`src/rtl/dual_issue_scheduler.sv`:
```
`default_nettype none
`timescale 1ns/1ps
// ============================================================================
// Module   : dual_issue_scheduler
// Purpose  : Issue-stage scheduler choosing zero, one or two instructions per
//            cycle. Define DUAL_ISSUE_EN to enable slot-1 issue.
// Revision : 1.0  initial release
// ============================================================================
module dual_issue_scheduler #(
    parameter int DIV_CYCLES = 33
) (
    input  logic       clk,
    input  logic       rst,
    input  logic       flush,
    input  logic       ex_ready,
    input  logic       valid0,
    input  logic       valid1,
    input  logic       is_branch0,
    input  logic       is_branch1,
    input  logic       is_trap_priv0,
    input  logic       is_trap_priv1,
    input  logic       is_hilo0,
    input  logic       is_hilo1,
    input  logic       is_div0,
    input  logic       is_div1,
    input  logic       is_mem0,
    input  logic       is_mem1,
    input  logic [4:0] dst0,
    input  logic       dst0_we,
    input  logic [4:0] rs1,
    input  logic [4:0] rt1,
    input  logic       rs1_rd,
    input  logic       rt1_rd,
    output logic       issue0,
    output logic       issue1,
    output logic [1:0] pop_cnt,
    output logic       is_delay_slot0,
    output logic       div_busy
);

    typedef enum logic [0:0] {
        NORMAL  = 1'b0,
        WAIT_DS = 1'b1
    } state_t;

    localparam logic [5:0] c_div_load = 6'(DIV_CYCLES);

    state_t     r_state;
    state_t     w_state_nxt;
    logic [5:0] r_div_cnt;
    logic [5:0] w_div_cnt_nxt;
    logic       w_issue0;
    logic       w_issue1;
    logic       w_div_busy;
    logic       w_div_start;

    assign w_div_busy = (r_div_cnt != 6'd0);
    assign w_issue0   = !(!valid0 || !ex_ready || flush || (is_hilo0 && w_div_busy));

`ifdef DUAL_ISSUE_EN
    logic w_raw;

    assign w_raw = dst0_we && (dst0 != 5'd0) &&
                   ((rs1_rd && (rs1 == dst0)) || (rt1_rd && (rt1 == dst0)));

    // A branch in slot 1 would leave its delay slot behind, so it never pairs.
    assign w_issue1 = w_issue0 && valid1 && (r_state == NORMAL) &&
                      !is_branch1 &&
                      !is_trap_priv0 && !is_trap_priv1 &&
                      !(is_hilo0 && is_hilo1) &&
                      !(is_hilo1 && w_div_busy) &&
                      !(is_mem0 && is_mem1) &&
                      !w_raw;

    assign w_div_start = (w_issue0 && is_div0) || (w_issue1 && is_div1);
`else
    logic w_unused;

    assign w_unused = ^{valid1, is_branch1, is_trap_priv0, is_trap_priv1,
                        is_hilo1, is_div1, is_mem0, is_mem1, dst0, dst0_we,
                        rs1, rt1, rs1_rd, rt1_rd};

    assign w_issue1    = 1'b0;
    assign w_div_start = w_issue0 && is_div0;
`endif

    always_comb begin
        w_state_nxt = r_state;
        if (flush) begin
            w_state_nxt = NORMAL;
        end else begin
            case (r_state)
                NORMAL:  if (w_issue0 && is_branch0 && !w_issue1) w_state_nxt = WAIT_DS;
                WAIT_DS: if (w_issue0) w_state_nxt = NORMAL;
                default: w_state_nxt = NORMAL;
            endcase
        end
    end

    // Counter is deliberately untouched by flush: an issued divide completes.
    always_comb begin
        w_div_cnt_nxt = r_div_cnt;
        if (w_div_start) begin
            w_div_cnt_nxt = c_div_load;
        end else if (w_div_busy) begin
            w_div_cnt_nxt = r_div_cnt - 6'd1;
        end
    end

    always_ff @(posedge clk or posedge rst) begin
        if (rst) begin
            r_state   <= NORMAL;
            r_div_cnt <= 6'd0;
        end else begin
            r_state   <= w_state_nxt;
            r_div_cnt <= w_div_cnt_nxt;
        end
    end

    assign issue0         = w_issue0;
    assign issue1         = w_issue1;
    assign pop_cnt        = {1'b0, w_issue0} + {1'b0, w_issue1};
    assign is_delay_slot0 = (r_state == WAIT_DS) && w_issue0;
    assign div_busy       = w_div_busy;

endmodule
`default_nettype wire

```
`config.mk`:
```
export PLATFORM = sky130hd
export DESIGN_NAME = dual_issue_scheduler
export DESIGN_NICKNAME = d
export VERILOG_FILES = /design/src/rtl/dual_issue_scheduler.sv
export SDC_FILE = /design/constraint.sdc
export NUM_CORES = 1
export LEC_CHECK = 0
export CAP_MARGIN = 20
export CORE_AREA = 3 3 40 42
export DETAILED_ROUTE_END_ITERATION = 12
export DIE_AREA = 0 0 43 45
export DONT_BUFFER_PORTS = 1
export GPL_TIMING_DRIVEN = 0
export PLACE_DENSITY = 0.62
export SYNTH_ARGS = -nofsm -noshare
export SYNTH_HDL_FRONTEND = slang
export SYNTH_SLANG_ARGS = --single-unit
```
`constraint.sdc`:
```
create_clock -name clk -period 1.4 [get_ports clk]
set_input_delay 0.14 -clock clk [delete_from_list [all_inputs] [get_ports clk]]
set_output_delay 0.14 -clock clk [all_outputs]
set_load 0.03 [all_outputs]
```
==> results.md, run 1 <==
- Pin count of the biggest net entering global routing: 8
- Critical Path Slowest Stage Cell: or3b_4
- Commonest non-fill, non-tap cell in the layout: buf_4
- Cell Count, Final, Fillers Out: 86
- Row count: 13
- Area of the multi-input gates: 378 um^2
- Routed wire length per instance: 15.0 um
- Root Buffer: clkbuf_4
- Total gr overflow: 0
- Synth Register Bits: 7
- Max VDD drop: 1110 uV
- Share of post-route cells with drive strength above 1: 47.9%
- Residual DRC: 0
- # nets final: 108
- Crit. End Element: output port
- Period utilization: 137%
- Core Area: 1280 um^2
- Die ar.: 1940 um^2
- Clk slew on worst S/H paths: 50 ps
- 1st-iter DRT viols: 9
- CTS sink cnt: 7
- Skew final: 1.19 ps
- Async set-reset flop share out of synthesis: 100%
- Critical path class: reg -> out
- Synth area leader: dfrtp_1
- Synth top area share: 35.8%
- Leakage: 0.311 nW
- CTS tree: built
- Clock Tree Buf Depth: 2
- Hold Crit Class: in -> reg
- Synth warnings: 0
- Max_cap viols: 0
- GPL Wtd Cong: 0.670
- Pwr/cell area: 1940 nW/um^2
- Buffers on Ports: 0
- Synth cell types: 31
- Final setup fails: 10
- Setup TNS: -3450 ps
- TritonRoute pass-1 iters: 4
- Vias in the first global route: 444
- IO Count: 40
- Status: complete, but fails checks
- Primary FF master, synth: dfrtp_1
- Max stage delay on crit path: 400 ps
- Vias per inst: 5.55
- WP data required: 1260 ps
- Endpoints failing hold: 0
- Syn-to-layout area delta: 53.2%
- Fin crit period: 1920 ps
- Commonest non-fill, non-tap cells in the layout: buf_4, dfrtp_1, nor2_1, nand2_1, buf_6
- Critical Path Fanout Max: 3
- Synth Cell Area: 489 um^2
- Slew Limit Fails: 0
- Least-Margin Pin Slew: 540 ps
- Mean Syn Cell Area: 9.06 um^2
- Placed Cells: 70
- Reg area: 175 um^2
- Post-synth EDFFs: 0
- Startpoint Class: register
- Via count: 477
- WP data arrival: 1780 ps
- Antenna violations before repair: 0
- Max Fclk: 520 MHz
- Unrepaired setup endpoints after global routing: yes
- Ant. Diodes: 0
- Area contributors post-synth: dfrtp_1, ha_1, buf_4, inv_1, nor2_1
- Most used cell, CP: buf_6
- First-pass GRT wire length: 2020 um
- Failing checks: negative setup slack
- Later-pin clock latency in the skew report: 260 ps
- H-tree Lvls: 1
- Relative slew margins: 63.8%
- Fill cells: 108
- Post-Route WL: 1290 um
- Sequential cell area fraction in the yosys report: 35.8%
- Chip width: 43 um
- Post-route setup slack: -522 ps
- Initial core utilization: 38.1%
- DIE HEIGHT: 45 um
- Antenna-violating nets left: 0
- Cell Chain, Critical Path: inv_2 -> ha_4 -> buf_4 -> buf_6 -> buf_6 -> or3b_4 -> nor2_4 -> inv_4
- DP HPWL: 870 um
- Post-synthesis cell count: 54
- Gr usage total: 14.8%
- TritonCTS buffer count: 3
==> metrics by stage <==
step           utilization [%]  total power, mW  hold slack (ps)  cell area (um^2)  setup slack (ps)
2_1_floorplan                -            0.825            -56.6               549              -305
3_3_place_gp              44.2            0.911            -13.3               568              -426
3_5_place_dp              44.2            0.922            -14.1               568              -430
4_1_cts                   55.3             1.34             11.0               711              -518
5_1_grt                   58.3             1.55             20.1               749              -622
6_report                  58.3             1.45             13.0               749              -522
==> power breakdown <==
| part | total [mW] | internal (mW) | switching [mW] | leakage [nW] |
|---|---|---|---|---|
| registers | 0.406 | 0.294 | 0.112 | 0.0860 |
| logic | 0.858 | 0.472 | 0.386 | 0.210 |
| clock network | 0.189 | 0.109 | 0.0797 | 0.0150 |
| total | 1.45 | 0.875 | 0.577 | 0.311 |
==> worst max-delay path: cells and delay by family, from the launching register on <==
| family | cells | cell delay, ps |
|---|---|---|
| fa+ha+maj | 1 | 140 |
| simple gates | 2 | 570 |
| flops | 1 | 380 |
| buf+inv | 5 | 420 |
==> final timing paths <==
kind	startpoint	to	slack (ps)	cells past startpoint
setup / recovery	r_div_cnt[0]	div_busy	-520	8
hold / removal	is_branch0	r_state	10	2
setup reg to reg	r_div_cnt[0]	r_div_cnt[1]	-360	9
hold reg to reg	r_state	r_state	580	3
max in group asynchronous	rst	r_div_cnt[4]	920	2
min in group asynchronous	rst	r_div_cnt[3]	260	2
==> logic make-up after synthesis <==
logic type | after synthesis | share of synthesized area, %
AND/OR/NAND/NOR | 24 | 30.7
flip-flops | 7 | 35.8
other | 1 | 0.767
AO/OA/AOI/OAI | 12 | 19.2
adder cells (fa/ha/maj) | 2 | 5.11
buffers and inverters | 8 | 8.44
==> layer usage <==
metal / part of all wire [%] / global-route usage [%]
met1: 38 / 15.7
met2: 53 / 24.9
met3: 5.7 / 7.57
met4: 3.1 / 6.02
met5: 0 / 0
==> layout make-up <==
cell class | instances | area share [%]
sequential | 7 | 23.4
buffer | 3 | 3.51
timing repair buffer | 12 | 13.9
tap | 15 | 2.50
clock buffer | 4 | 3.51
inverter | 5 | 2.84
multi-input combinational | 40 | 50.4
==> sequential cells by signal, indices dropped and copies added, names as in the netlist <==
name / flops
r_div_cnt: 6
r_state: 1
==> synthesized netlist by cell type (all sizes together) (2+ instances only) <==
library cell  instances
ha                    2
or3                   2
dfrtp                 7
o31ai                 2
inv                   5
buf                   3
nand2                 4
nor2                  5
nor2b                 2
a21oi                 2
==> what timing repair did <==
action,4_1_cts,5_1_grt
hold buffers,1,0
hold endpoints to repair,7,0
gates resized for setup,8,8
setup buffers,11,4
pin swaps,8,2
endpoints found under the setup margin,9,11
(Power assumes the default switching activity.)
==> inputs of run 2 (changes only) <==
CAP_MARGIN = unset   (was 20)
SLEW_MARGIN = 20   (was unset)
==> results of run 2 <==
The final DEF is identical to that of run 1; final timing and power are the same.
==> variant 1 (flow settings as in run 1) <==
Make the reset (`rst`) synchronous in one clocked block.
--- a/src/rtl/dual_issue_scheduler.sv
+++ b/src/rtl/dual_issue_scheduler.sv
@@ -108,5 +108,5 @@
     end
 
-    always_ff @(posedge clk or posedge rst) begin
+    always_ff @(posedge clk) begin
         if (rst) begin
             r_state   <= NORMAL;
Behaviour: differs if rst is asserted again (counterexample within 4 cycles, from zero or initial values and one cycle with rst high); with rst held inactive, the same outputs for 10 cycles.
==> variant 1 against run 1 <==
The flow still finishes with violations (setup timing); non-clock buffer count is 3 lower; area after synthesis is 4.3% lower; utilization fell by 7.6 points; worst setup slack improved by 0.27 ns; routed wire length down 6.8%; sequential cell count unchanged; total power is 2.8% higher; final area decreased by 13%; critical path depth decreased by 2; count of clock-buffer cells in the layout unchanged; largest cell class unchanged.
==> variant 1: results (changes against run 1) <==
\begin{tabular}{lr}
\hline
Metric & Value \\
\hline
\multicolumn{2}{l}{\textbf{GRT}} \\
\quad Maximum number of pins on one net before global-route repair & 9 (+1) \\
\quad Via count of the first global-routing pass & 494 (+11\%) \\
\quad Met2 Resource Use GR & 25.1\% (+0.30 points) \\
\quad Met3 Resource Use GR & 5.98\% (-1.6 points) \\
\multicolumn{2}{l}{\textbf{Finish}} \\
\quad Final non-clock buffer share & 15.0\% (-2.4 points) \\
\quad Proportion of layout cells with a drive suffix above 1 & 39.7\% (-8.2 points) \\
\quad Final cell utilization of the core & 50.7\% (-7.6 points) \\
\quad Proportion of cell area occupied by registers & 21.9\% (-1.5 points) \\
\quad Clock tree cell share of total cell area & 4.03\% (+0.52 points) \\
\quad Number of logic inverters in the finished layout & 6 (+1) \\
\multicolumn{2}{l}{\textbf{Status}} \\
\quad Failing checks & setup timing \\
\quad Status & finished with violations \\
\multicolumn{2}{l}{\textbf{Pwr}} \\
\quad Total power & 1.49 mW (+2.8\%) \\
\quad Sequential share of power & 27.3\% (-0.6 points) \\
\quad Leakage & 0.253 nW (-19\%) \\
\quad Comb power frac & 60.3\% (+1.2 points) \\
\multicolumn{2}{l}{\textbf{Placement}} \\
\quad Final weighted congestion in routability-driven placement & 0.800 (+19\%) \\
\quad Final HPWL from detailed placement & 794 um (-8.8\%) \\
\quad Placed cell areas & 537 sq um (-5.5\%) \\
\multicolumn{2}{l}{\textbf{Route}} \\
\quad Met1 Wirelength & 513 um (+5.6\%) \\
\quad Via density per instance & 5.61 (+1.2\%) \\
\quad Number of DRC markers in iteration 0 & 11 (+2) \\
\quad Sum of met2 wire segment lengths after detailed routing & 568 um (-17\%) \\
\quad Vias after detailed routing & 466 (-2.3\%) \\
\quad Detailed route wirelength on metal3 & 91 um (+23\%) \\
\multicolumn{2}{l}{\textbf{STA}} \\
\quad Final number of setup-violating endpoints & 7 (-3) \\
\quad Post-route clock skew & 0.000290 ns (-0.000900 ns) \\
\quad Setup TNS & -0.669 ns (+2.78 ns) \\
\quad Setup slack of the critical path after layout & -0.257 ns (+0.266 ns) \\
\multicolumn{2}{l}{\textbf{CTS}} \\
\quad Post-CTS setup-driven buffer insertion count & 5 (-6) \\
\multicolumn{2}{l}{\textbf{Synthesis}} \\
\quad Post-synthesis async set-or-reset flop share & 0\% (-100 points) \\
\quad Commonest register cell after synthesis & sky130\_fd\_sc\_hd\_\_dfxtp\_1 \\
\quad Leading cell types by count after synthesis & sky130\_fd\_sc\_hd\_\_dfxtp\_1 (7), sky130\_fd\_sc\_hd\_\_inv\_1 (5), sky130\_fd\_sc\_hd\_\_nand2\_1 (4), sky130\_fd\_sc\_hd\_\_nor3\_1 (4) \\
\quad Register area share after synthesis & 29.9\% (-5.9 points) \\
\multicolumn{2}{l}{\textbf{Critical path}} \\
\quad Largest incremental delay on the critical path & 0.33 ns (-0.07 ns) \\
\quad Worst path arrival time & 1.52 ns (-0.26 ns) \\
\hline
\end{tabular}
-- variant 1: changes by cell type after synthesis, sizes merged, moves of 3 or more --
cell and delta:
dfrtp -7, dfxtp +7, nor2 -4, nor3 +3
-- variant 1: worst paths after layout --
path,from,end,slack [ns],cells past startpoint
hold / removal,is_branch0,r_state$_SDFF_PP0_,0.06,2
setup / recovery,r_div_cnt[0]$_SDFFE_PP0P_,is_delay_slot0,-0.26,6
hold reg to reg,r_state$_SDFF_PP0_,r_state$_SDFF_PP0_,0.47,2
setup reg to reg,r_div_cnt[0]$_SDFFE_PP0P_,r_div_cnt[1]$_SDFFE_PP0N_,-0.06,6
-- variant 1: kinds of logic after synthesis --
kind of cell | count (synthesis) | share of synthesized area (%)
adder cells (fa/ha/maj) | 2 | 5.35
multiplexers | 1 | 2.14
AND/OR/NAND/NOR | 20 | 27.0
other | 1 | 0.801
buffers and inverters | 9 | 9.62
AO/OA/AOI/OAI | 13 | 23.3
flip-flops | 7 | 29.9
XOR/XNOR | 1 | 1.87
==> variant 2 (config.mk and constraints of run 1) <==
Made on the original files. The parameter `DIV_CYCLES` goes from 33 to 24.
--- a/src/rtl/dual_issue_scheduler.sv
+++ b/src/rtl/dual_issue_scheduler.sv
@@ -8,5 +8,5 @@
 // ============================================================================
 module dual_issue_scheduler #(
-    parameter int DIV_CYCLES = 33
+    parameter int DIV_CYCLES = 24
 ) (
     input  logic       clk,
Function: same outputs for any inputs over 10 cycles, from zero or initial values and one cycle with rst high; that may be too few to reach the edited logic, so the function may still have changed.
==> variant 2 against run 1 <==
Area after synthesis is 5.4% lower; global-route usage is 1.9 points lower; total power is 20% lower; final area is 19% lower; the flow still finishes with violations (setup timing); sequential cell count stayed put; sequential share of layout area is 5.3 points higher; worst setup slack worse by 0.076 ns; routed wire length is 18% lower.
==> variant 2: results (changes against run 1) <==
\begin{tabular}{lr}
\hline
Metric & Value \\
\hline
\multicolumn{2}{l}{\textbf{Synthesis}} \\
\quad Dominant cells by area after synthesis & sky130\_fd\_sc\_hd\_\_dfrtp\_1 (38\%), sky130\_fd\_sc\_hd\_\_buf\_4 (4.9\%), sky130\_fd\_sc\_hd\_\_or4b\_1 (4.3\%), sky130\_fd\_sc\_hd\_\_a21oi\_1 (3.2\%), sky130\_fd\_sc\_hd\_\_o21ai\_0 (3.2\%) \\
\quad Netlist cell types & 29 (-6.5\%) \\
\quad Leading cell types by count after synthesis & sky130\_fd\_sc\_hd\_\_dfrtp\_1 (7), sky130\_fd\_sc\_hd\_\_inv\_1 (4), sky130\_fd\_sc\_hd\_\_nor2\_1 (4) \\
\quad Avg Inst Size Synth & 9.08 sq um (+0.20\%) \\
\multicolumn{2}{l}{\textbf{STA}} \\
\quad Setup slack of the critical path after layout & -0.598 ns (-0.0761 ns) \\
\quad Setup TNS & -4.16 ns (-0.707 ns) \\
\quad Post-route clock skew & 0.00266 ns (+0.00147 ns) \\
\quad Final number of setup-violating endpoints & 11 (+1) \\
\quad Worst hold slack & 0.0186 ns (+0.00565 ns) \\
\multicolumn{2}{l}{\textbf{Pwr}} \\
\quad Switching power total & 424 uW (-26\%) \\
\quad VDD IR-drop max & 0.819 mV (-26\%) \\
\quad Leakage & 0.271 nW (-13\%) \\
\multicolumn{2}{l}{\textbf{Placement}} \\
\quad Final HPWL from detailed placement & 714 um (-18\%) \\
\quad Placed cell areas & 497 sq um (-13\%) \\
\quad Placed instance count & 67 (-4.3\%) \\
\multicolumn{2}{l}{\textbf{Status}} \\
\quad Status & finished with violations \\
\quad Failing checks & setup timing \\
\multicolumn{2}{l}{\textbf{Critical path}} \\
\quad Worst path arrival time & 1.86 ns (+0.08 ns) \\
\quad Worst-path cell with the longest stage delay & sky130\_fd\_sc\_hd\_\_or4b\_4 \\
\quad Largest incremental delay on the critical path & 0.48 ns (+0.08 ns) \\
\quad Cell count of the worst reg-to-reg path & 6 (-3) \\
\multicolumn{2}{l}{\textbf{Finish}} \\
\quad Fillers & 129 (+19\%) \\
\quad Proportion of layout cells with a drive suffix above 1 & 42.6\% (-5.3 points) \\
\quad Final-stage net count & 97 (-10\%) \\
\quad Area of the multi-input gates & 302 sq um (-20\%) \\
\multicolumn{2}{l}{\textbf{GRT}} \\
\quad First-pass GRT wire length & 1730 um (-14\%) \\
\quad Overall routing resource usage & 12.8\% (-1.9 points) \\
\quad Via count of the first global-routing pass & 389 (-12\%) \\
\multicolumn{2}{l}{\textbf{Route}} \\
\quad Number of detailed-routing iterations run before antenna repair & 4 (unchanged) \\
\quad Routed length per placed instance & 14.0 um (-6.9\%) \\
\quad Via density per instance & 5.18 (-6.5\%) \\
\hline
\end{tabular}
## variant 2: cells by family (layout without fill, tap and decap cells)
kind of cell             after synthesis  count (layout)  synth area share (%)
AO/OA/AOI/OAI                         11              11                  14.9
AND/OR/NAND/NOR                       22              22                  32.4
buffers and inverters                  8              17                  9.19
adder cells (fa/ha/maj)                1               1                  2.70
multiplexers                           1               1                  2.16
other                                  1               2                 0.810
flip-flops                             7               7                  37.8
## variant 2: power groups by stage
stage	combinational (mW)	clock, mW	sequential, mW
after detailed placement	0.382	0	0.374
after floorplan	0.332	0	0.349
after global placement	0.371	0	0.375
after global routing	0.639	0.206	0.401
after CTS	0.515	0.202	0.380
final	0.575	0.192	0.389
## variant 2: per-layer routing
layer	vias up	wire length (um)	global-route usage, %
met1	181	453	16.0
met4	0	37	9.04
li1	199	-	-
met5	-	0	0
met3	5	59	4.38
met2	9	510	18.6
## variant 2: cell type report
type / instances / area share [%]
Sequential cell: 7 / 28.7
Buffer: 3 / 4.30
Clock buffer: 4 / 4.30
Multi-Input combinational cell: 37 / 49.4
Inverter: 4 / 2.46
Tap cell: 15 / 3.07
Timing Repair Buffer: 6 / 7.79
## variant 2: worst paths after layout
path,from,endpoint
worst max register to register,r_div_cnt[0]$_DFFE_PP0P_,r_div_cnt[3]$_DFFE_PP0P_
worst max-delay path,r_div_cnt[0]$_DFFE_PP0P_,pop_cnt[0]
min in group asynchronous,rst,r_state$_DFF_PP0_
worst min register to register,r_state$_DFF_PP0_,r_state$_DFF_PP0_
worst min-delay path,is_branch0,r_state$_DFF_PP0_
max in group asynchronous,rst,r_div_cnt[4]$_DFFE_PP0P_
## variant 2: timing repair
action,in CTS,in global routing
gates resized for setup,11,2
pin swaps,4,2
setup endpoints to repair,11,11
setup buffers,3,2
endpoints found under the hold margin,7,0
hold buffers,1,0
